===== src/rtl/cnn_act_pkg.sv =====
// Purpose: shared activation-mode encodings and lane slicing helper for the CNN activation stages.
// Latency: n/a (types and constant functions only).
// Backpressure: n/a.
package cnn_act_pkg;

  typedef enum logic [1:0] {
    ACT_BYPASS = 2'd0,
    ACT_RELU   = 2'd1,
    ACT_LEAKY  = 2'd2,
    ACT_CLIP   = 2'd3
  } act_mode_e;

  // Bit offset of lane 'lane' in a flat vector of 'width'-bit elements, lane 0 lowest.
  function automatic int lane_lsb(input int lane, input int width);
    return lane * width;
  endfunction

endpackage


===== src/rtl/act_lane.sv =====
// Purpose: single-element activation (bypass / ReLU / leaky / clipped) on a signed element.
// Latency: combinational, zero cycles.
// Backpressure: none; the caller owns the handshake.
module act_lane
  import cnn_act_pkg::*;
#(
  parameter int BITWIDTH   = 8,
  parameter int LEAK_SHIFT = 3
) (
  input  logic [BITWIDTH-1:0] i_x,
  input  act_mode_e           i_mode,
  input  logic [BITWIDTH-2:0] i_clip,
  output logic [BITWIDTH-1:0] o_y
);

  logic                w_neg;
  logic [BITWIDTH-1:0] w_leak;
  logic [BITWIDTH-1:0] w_clip_ext;

  // Sign bit decides every non-bypass mode; the clip bound is non-negative by construction,
  // so an unsigned compare against a non-negative x is exact.
  assign w_neg      = i_x[BITWIDTH-1];
  assign w_leak     = BITWIDTH'($signed(i_x) >>> LEAK_SHIFT);
  assign w_clip_ext = {1'b0, i_clip};

  // Select the activated value for the current mode.
  always_comb begin
    o_y = i_x;
    case (i_mode)
      ACT_BYPASS: o_y = i_x;
      ACT_RELU:   o_y = w_neg ? '0 : i_x;
      ACT_LEAKY:  o_y = w_neg ? w_leak : i_x;
      ACT_CLIP: begin
        if (w_neg)                o_y = '0;
        else if (i_x > w_clip_ext) o_y = w_clip_ext;
        else                      o_y = i_x;
      end
      default:    o_y = i_x;
    endcase
  end

endmodule


===== src/rtl/relu_stream_activation.sv =====
// Purpose: streaming per-frame activation over LANES elements per beat, frame-delimited output.
// Latency: 1 cycle from input acceptance to out_valid; one beat per cycle sustained.
// Backpressure: single output register; in_ready = !out_valid || out_ready, output held while stalled.
module relu_stream_activation
  import cnn_act_pkg::*;
#(
  parameter int BITWIDTH    = 8,
  parameter int LANES       = 4,
  parameter int DATAWIDTH   = 28,
  parameter int DATAHEIGHT  = 28,
  parameter int DATACHANNEL = 3,
  parameter int LEAK_SHIFT  = 3
) (
  input  logic                      clk,
  input  logic                      rst,
  input  logic [1:0]                mode,
  input  logic [BITWIDTH-2:0]       clip_max,
  input  logic                      in_valid,
  output logic                      in_ready,
  input  logic [BITWIDTH*LANES-1:0] in_data,
  output logic                      out_valid,
  input  logic                      out_ready,
  output logic [BITWIDTH*LANES-1:0] out_data,
  output logic                      out_last,
  output logic                      frame_done,
  output logic                      busy
);

  localparam int ELEMS = DATAWIDTH * DATAHEIGHT * DATACHANNEL;
  localparam int BEATS = ELEMS / LANES;
  localparam int CNT_W = (BEATS > 1) ? $clog2(BEATS) : 1;

  // A frame must split into whole beats.
  if ((ELEMS % LANES) != 0) begin : g_bad_beats
    $error("relu_stream_activation: feature-map element count is not a multiple of LANES");
  end

  logic [CNT_W-1:0]          r_cnt;
  act_mode_e                 r_mode;
  logic [BITWIDTH-2:0]       r_clip;
  logic                      r_out_valid;
  logic [BITWIDTH*LANES-1:0] r_out_data;
  logic                      r_out_last;
  logic                      r_frame_done;
  logic                      r_busy;

  logic                      w_in_fire;
  logic                      w_out_fire;
  logic                      w_first;
  logic                      w_last_in;
  act_mode_e                 w_mode;
  logic [BITWIDTH-2:0]       w_clip;
  logic [BITWIDTH*LANES-1:0] w_act;

  assign in_ready   = !r_out_valid || out_ready;
  assign w_in_fire  = in_valid && in_ready;
  assign w_out_fire = r_out_valid && out_ready;
  assign w_first    = (r_cnt == '0);
  assign w_last_in  = (r_cnt == CNT_W'(BEATS - 1));

  // Beat 0 uses the live mode/clip so the frame's settings apply from its very first beat.
  assign w_mode = w_first ? act_mode_e'(mode) : r_mode;
  assign w_clip = w_first ? clip_max : r_clip;

  for (genvar k = 0; k < LANES; k++) begin : g_lane
    act_lane #(
      .BITWIDTH  (BITWIDTH),
      .LEAK_SHIFT(LEAK_SHIFT)
    ) u_act_lane (
      .i_x   (in_data[lane_lsb(k, BITWIDTH) +: BITWIDTH]),
      .i_mode(w_mode),
      .i_clip(w_clip),
      .o_y   (w_act[lane_lsb(k, BITWIDTH) +: BITWIDTH])
    );
  end

  // Beat counter and per-frame capture of mode and clip bound on beat 0.
  always_ff @(posedge clk or posedge rst) begin
    if (rst) begin
      r_cnt  <= '0;
      r_mode <= ACT_BYPASS;
      r_clip <= '0;
    end else if (w_in_fire) begin
      r_cnt <= w_last_in ? '0 : r_cnt + 1'b1;
      if (w_first) begin
        r_mode <= act_mode_e'(mode);
        r_clip <= clip_max;
      end
    end
  end

  // Output register: load on acceptance, drain on downstream ready, otherwise hold.
  always_ff @(posedge clk or posedge rst) begin
    if (rst) begin
      r_out_valid <= 1'b0;
      r_out_data  <= '0;
      r_out_last  <= 1'b0;
    end else if (w_in_fire) begin
      r_out_valid <= 1'b1;
      r_out_data  <= w_act;
      r_out_last  <= w_last_in;
    end else if (out_ready) begin
      r_out_valid <= 1'b0;
    end
  end

  // Frame status: pulse when the last beat leaves; a new frame starting that cycle keeps busy up.
  always_ff @(posedge clk or posedge rst) begin
    if (rst) begin
      r_frame_done <= 1'b0;
      r_busy       <= 1'b0;
    end else begin
      r_frame_done <= w_out_fire && r_out_last;
      if (w_in_fire && w_first)          r_busy <= 1'b1;
      else if (w_out_fire && r_out_last) r_busy <= 1'b0;
    end
  end

  assign out_valid  = r_out_valid;
  assign out_data   = r_out_data;
  assign out_last   = r_out_last;
  assign frame_done = r_frame_done;
  assign busy       = r_busy;

endmodule

===== config.mk =====
export PLATFORM = sky130hd
export DESIGN_NAME = relu_stream_activation
export DESIGN_NICKNAME = d
export VERILOG_FILES = /design/src/rtl/cnn_act_pkg.sv /design/src/rtl/act_lane.sv /design/src/rtl/relu_stream_activation.sv
export SDC_FILE = /design/constraint.sdc
export NUM_CORES = 1
export LEC_CHECK = 0
export ABC_CLOCK_PERIOD_IN_PS = 9700
export BUFFER_PORTS_ARGS = -buffer_cell sky130_fd_sc_hd__buf_2
export CORE_MARGIN = 8
export CORE_UTILIZATION = 25
export DETAILED_ROUTE_END_ITERATION = 8
export GPL_TIMING_DRIVEN = 0
export SYNTH_ARGS = -nofsm -noshare
export SYNTH_HDL_FRONTEND = slang
export SYNTH_HIERARCHICAL = 1
export SYNTH_SLANG_ARGS = --single-unit

===== constraint.sdc =====
create_clock -name clk -period 9.7 [get_ports clk]
set_clock_uncertainty 0.15 [all_clocks]
set_input_delay 1.94 -clock clk [delete_from_list [all_inputs] [get_ports clk]]
set_output_delay 1.94 -clock clk [all_outputs]
set_load 0.05 [all_outputs]

==> results.sh <==
export IMPL_run_status="finished, final reports clean"
export IMPL_synth_top_area_share_pct=29.5
export IMPL_async_flop_share_pct=100
export IMPL_crit_buf_inv=3
export IMPL_wl_per_cell_um=15.9
export IMPL_worst_path_largest_cell_delay_ns=0.29
export IMPL_fin_crit_ns=4.80
export IMPL_syn2layout_area_growth_pct=18.7
export IMPL_ys_seq_area_share_pct=29.5
export IMPL_clock_path_buffers=2
export IMPL_switchingPower_w=0.000922
export IMPL_cp_end_kind="output port"
export IMPL_final_hold_viol_count=0
export IMPL_io_pins=82
export IMPL_tns_ns=0
export IMPL_grt_max_degree=35
export IMPL_io_buffers=81
export IMPL_rsz0062_at_grt="false"
export IMPL_finalMaxSlewViolations=0
export IMPL_cts_clk_slew_worst_paths_ns=0.07
export IMPL_drt_pass1_iter_count=4
export IMPL_synth_top_area_cell="dfrtp_1"
export IMPL_ys_warn_count=6
export IMPL_p_clk_share_pct=10.3
export IMPL_critPathSlowestCell="nor2b_1"
export IMPL_initial_core_util_pct=25.2
export IMPL_synth_distinct_cells=39
export IMPL_relSlewSlack_pct=46.7
export IMPL_path_class="primary input to output port"
export IMPL_yosysMostFrequentCell="dfrtp_1"
export IMPL_placed_area_mm2=0.00539
export IMPL_critical_path_required_ns=7.61
export IMPL_p_sw_share_pct=51.1
export IMPL_drv_cap=0
export IMPL_ir_drop_v=0.000138
export IMPL_synth_area_mm2=0.00466
export IMPL_drc=0
export IMPL_grt_ovfl_total=0
export IMPL_place_hpwl_um=10100
export IMPL_diodes=0
export IMPL_fin_area_mm2=0.00553
export IMPL_critical_path_top_delay_family="buffers and inverters"
export IMPL_core_area_mm2=0.0185
export IMPL_synthTopCellsByArea="dfrtp_1 30%, mux2_2 12%, ha_1 8.1%"
export IMPL_post_cts_setup_buffer_count=0
export IMPL_vias=3985
export IMPL_powerDensity_mw_per_mm2=327
export IMPL_place_congestion=0.820
export IMPL_fmax_ghz=0.208
export IMPL_track_usage_pct=11.2
export IMPL_fillers=1977
export IMPL_synth_area_per_cell_um2=9.47
export IMPL_cts_resized=0
export IMPL_nets=656
export IMPL_clock_sinks=55
export IMPL_worst_pin_slew_ns=0.799
export IMPL_cts_tree="done"
export IMPL_cts_hold_buf=0
export IMPL_hold_class="register to register"
export IMPL_vias_per_cell=4.89
export IMPL_drive_gt1_share_pct=34.4
export IMPL_crit_fanout=5
export IMPL_synth_seq_cells=55
export IMPL_fp_dieH_um=153
export IMPL_synth_cells_most_frequent="55 x dfrtp_1, 50 x mux2_2, 45 x a21oi_1, 39 x inv_1, 34 x nand2_1"
export IMPL_p_int_w=0.000884
export IMPL_synth_edf_count=0
export IMPL_cp_cell_sequence="buf_2 > nor2b_1 > inv_1 > buf_2"
export IMPL_finalSetupViolCount=0
export IMPL_antenna_left=0
export IMPL_grt_pass1_wl_um=20800
export IMPL_num_rows=50
export IMPL_cts_buffers=5
export IMPL_antenna_found_initial=0
export IMPL_die_area_mm2=0.0233
export IMPL_h_tree_depth=2
export IMPL_p_leak_nw=2.47
export IMPL_syn_inst=492
export IMPL_root_buffer="clkbuf_16"
export IMPL_drt_iter0_markers=204
export IMPL_drt_wl_total_um=13000
export IMPL_die_x_um=153
export IMPL_cp_data_arrival_time_ns=2.71
export IMPL_critPathLaunchType="primary input"
export IMPL_period_share_pct=49.4
export IMPL_grt_pass1_vias=3888
export IMPL_pwr_share_seq_pct=20.4
export IMPL_clk_latency_ns=0.30
export IMPL_syn_num_nets=567
export IMPL_ys_flop_type="dfrtp_1"
export IMPL_power_frac_comb_pct=69.2
export IMPL_cpMostUsedCell="buf_2"
[final cells by class]
class	instances	area, um2	area share [%]
Inverter	39	146	2.65
Timing Repair Buffer	82	433	7.83
Multi-Input combinational cell	374	2970	53.7
Tap cell	234	293	5.29
Buffer	24	168	3.03
Clock buffer	6	139	2.51
Clock inverter	1	5.00	0.0905
Sequential cell	55	1380	24.9
[layout by cell type, fill, tap and decap left out, types with 5 or more instances in the layout]
master      n
a2111oi_4   8
clkbuf_1    8
buf_2      86
nor3_1     28
nand2_1    34
dfrtp_1    55
nor2_1     13
buf_6       8
inv_1      38
xnor2_1     5
nand4_1    11
nand2b_1   13
a211oi_2   12
o21ai_0    14
and3_2     12
and3_1     13
mux2i_1     8
a21oi_1    45
o211ai_1    8
a21o_1      5
ha_1       30
nand3_1     6
mux2_2     50
clkbuf_16   5
o32ai_1    16
nor2b_1     9
[cell families after synthesis]
group	synth area share, %
DFF	29.5
and+or+nand+nor	18.6
muxes	13.8
adders and majority gates	8.05
xor gates and xnor gates	1.32
buffers and inverters	6.74
AOI/OAI and AO/OA	21.9
[final timing paths]
check / start / slack, ns / cells after the start / to
setup / recovery: out_ready / 4.90 / 4 / in_ready
hold / removal: out_data[10] / 0.35 / 1 / out_data[10]
setup reg to reg: r_cnt[0] / 5.71 / 14 / out_data[0]
hold reg to reg: out_data[10] / 0.35 / 1 / out_data[10]
max in group asynchronous: rst / 7.18 / 3 / out_data[8]
min in group asynchronous: rst / 1.63 / 2 / out_data[27]
[per-layer routing]
layer,share of wire (%),wire [um],up-vias,global-route usage (%)
met5,0,0,-,0
met4,1.3,172,0,3.11
met3,5.0,644,9,2.86
met2,47,6160,89,18.4
met1,46,6020,1887,14.3
li1,-,-,2000,-
[sequential cells by signal, indices dropped and copies added, names as in the netlist]
register    flops
out_data       32
r_clip          7
frame_done      1
busy            1
out_last        1
r_mode          2
out_valid       1
r_cnt          10
[power by group through the flow]
stage | logic, W | registers, W | clock network, W
after CTS | 0.00127 | 0.000370 | 0.000201
final | 0.00125 | 0.000369 | 0.000186
after floorplan | 0.000748 | 0.000603 | 0
after detailed placement | 0.00127 | 0.000374 | 0
after global placement | 0.00125 | 0.000371 | 0
after global routing | 0.00137 | 0.000383 | 0.000210
[stage by stage]
stage	cells	setup slack [ns]	hold WS (ns)	power (W)	utilization (%)
floorplan	492	5.16	0.318	0.00135	-
global placement	807	4.88	0.332	0.00163	28.9
detailed placement	808	4.89	0.338	0.00164	29.1
CTS	815	4.89	0.355	0.00184	29.9
global route	815	4.82	0.372	0.00197	29.9
finish	815	4.90	0.349	0.00181	29.9
Note: power is estimated with default switching activity, not from simulation.
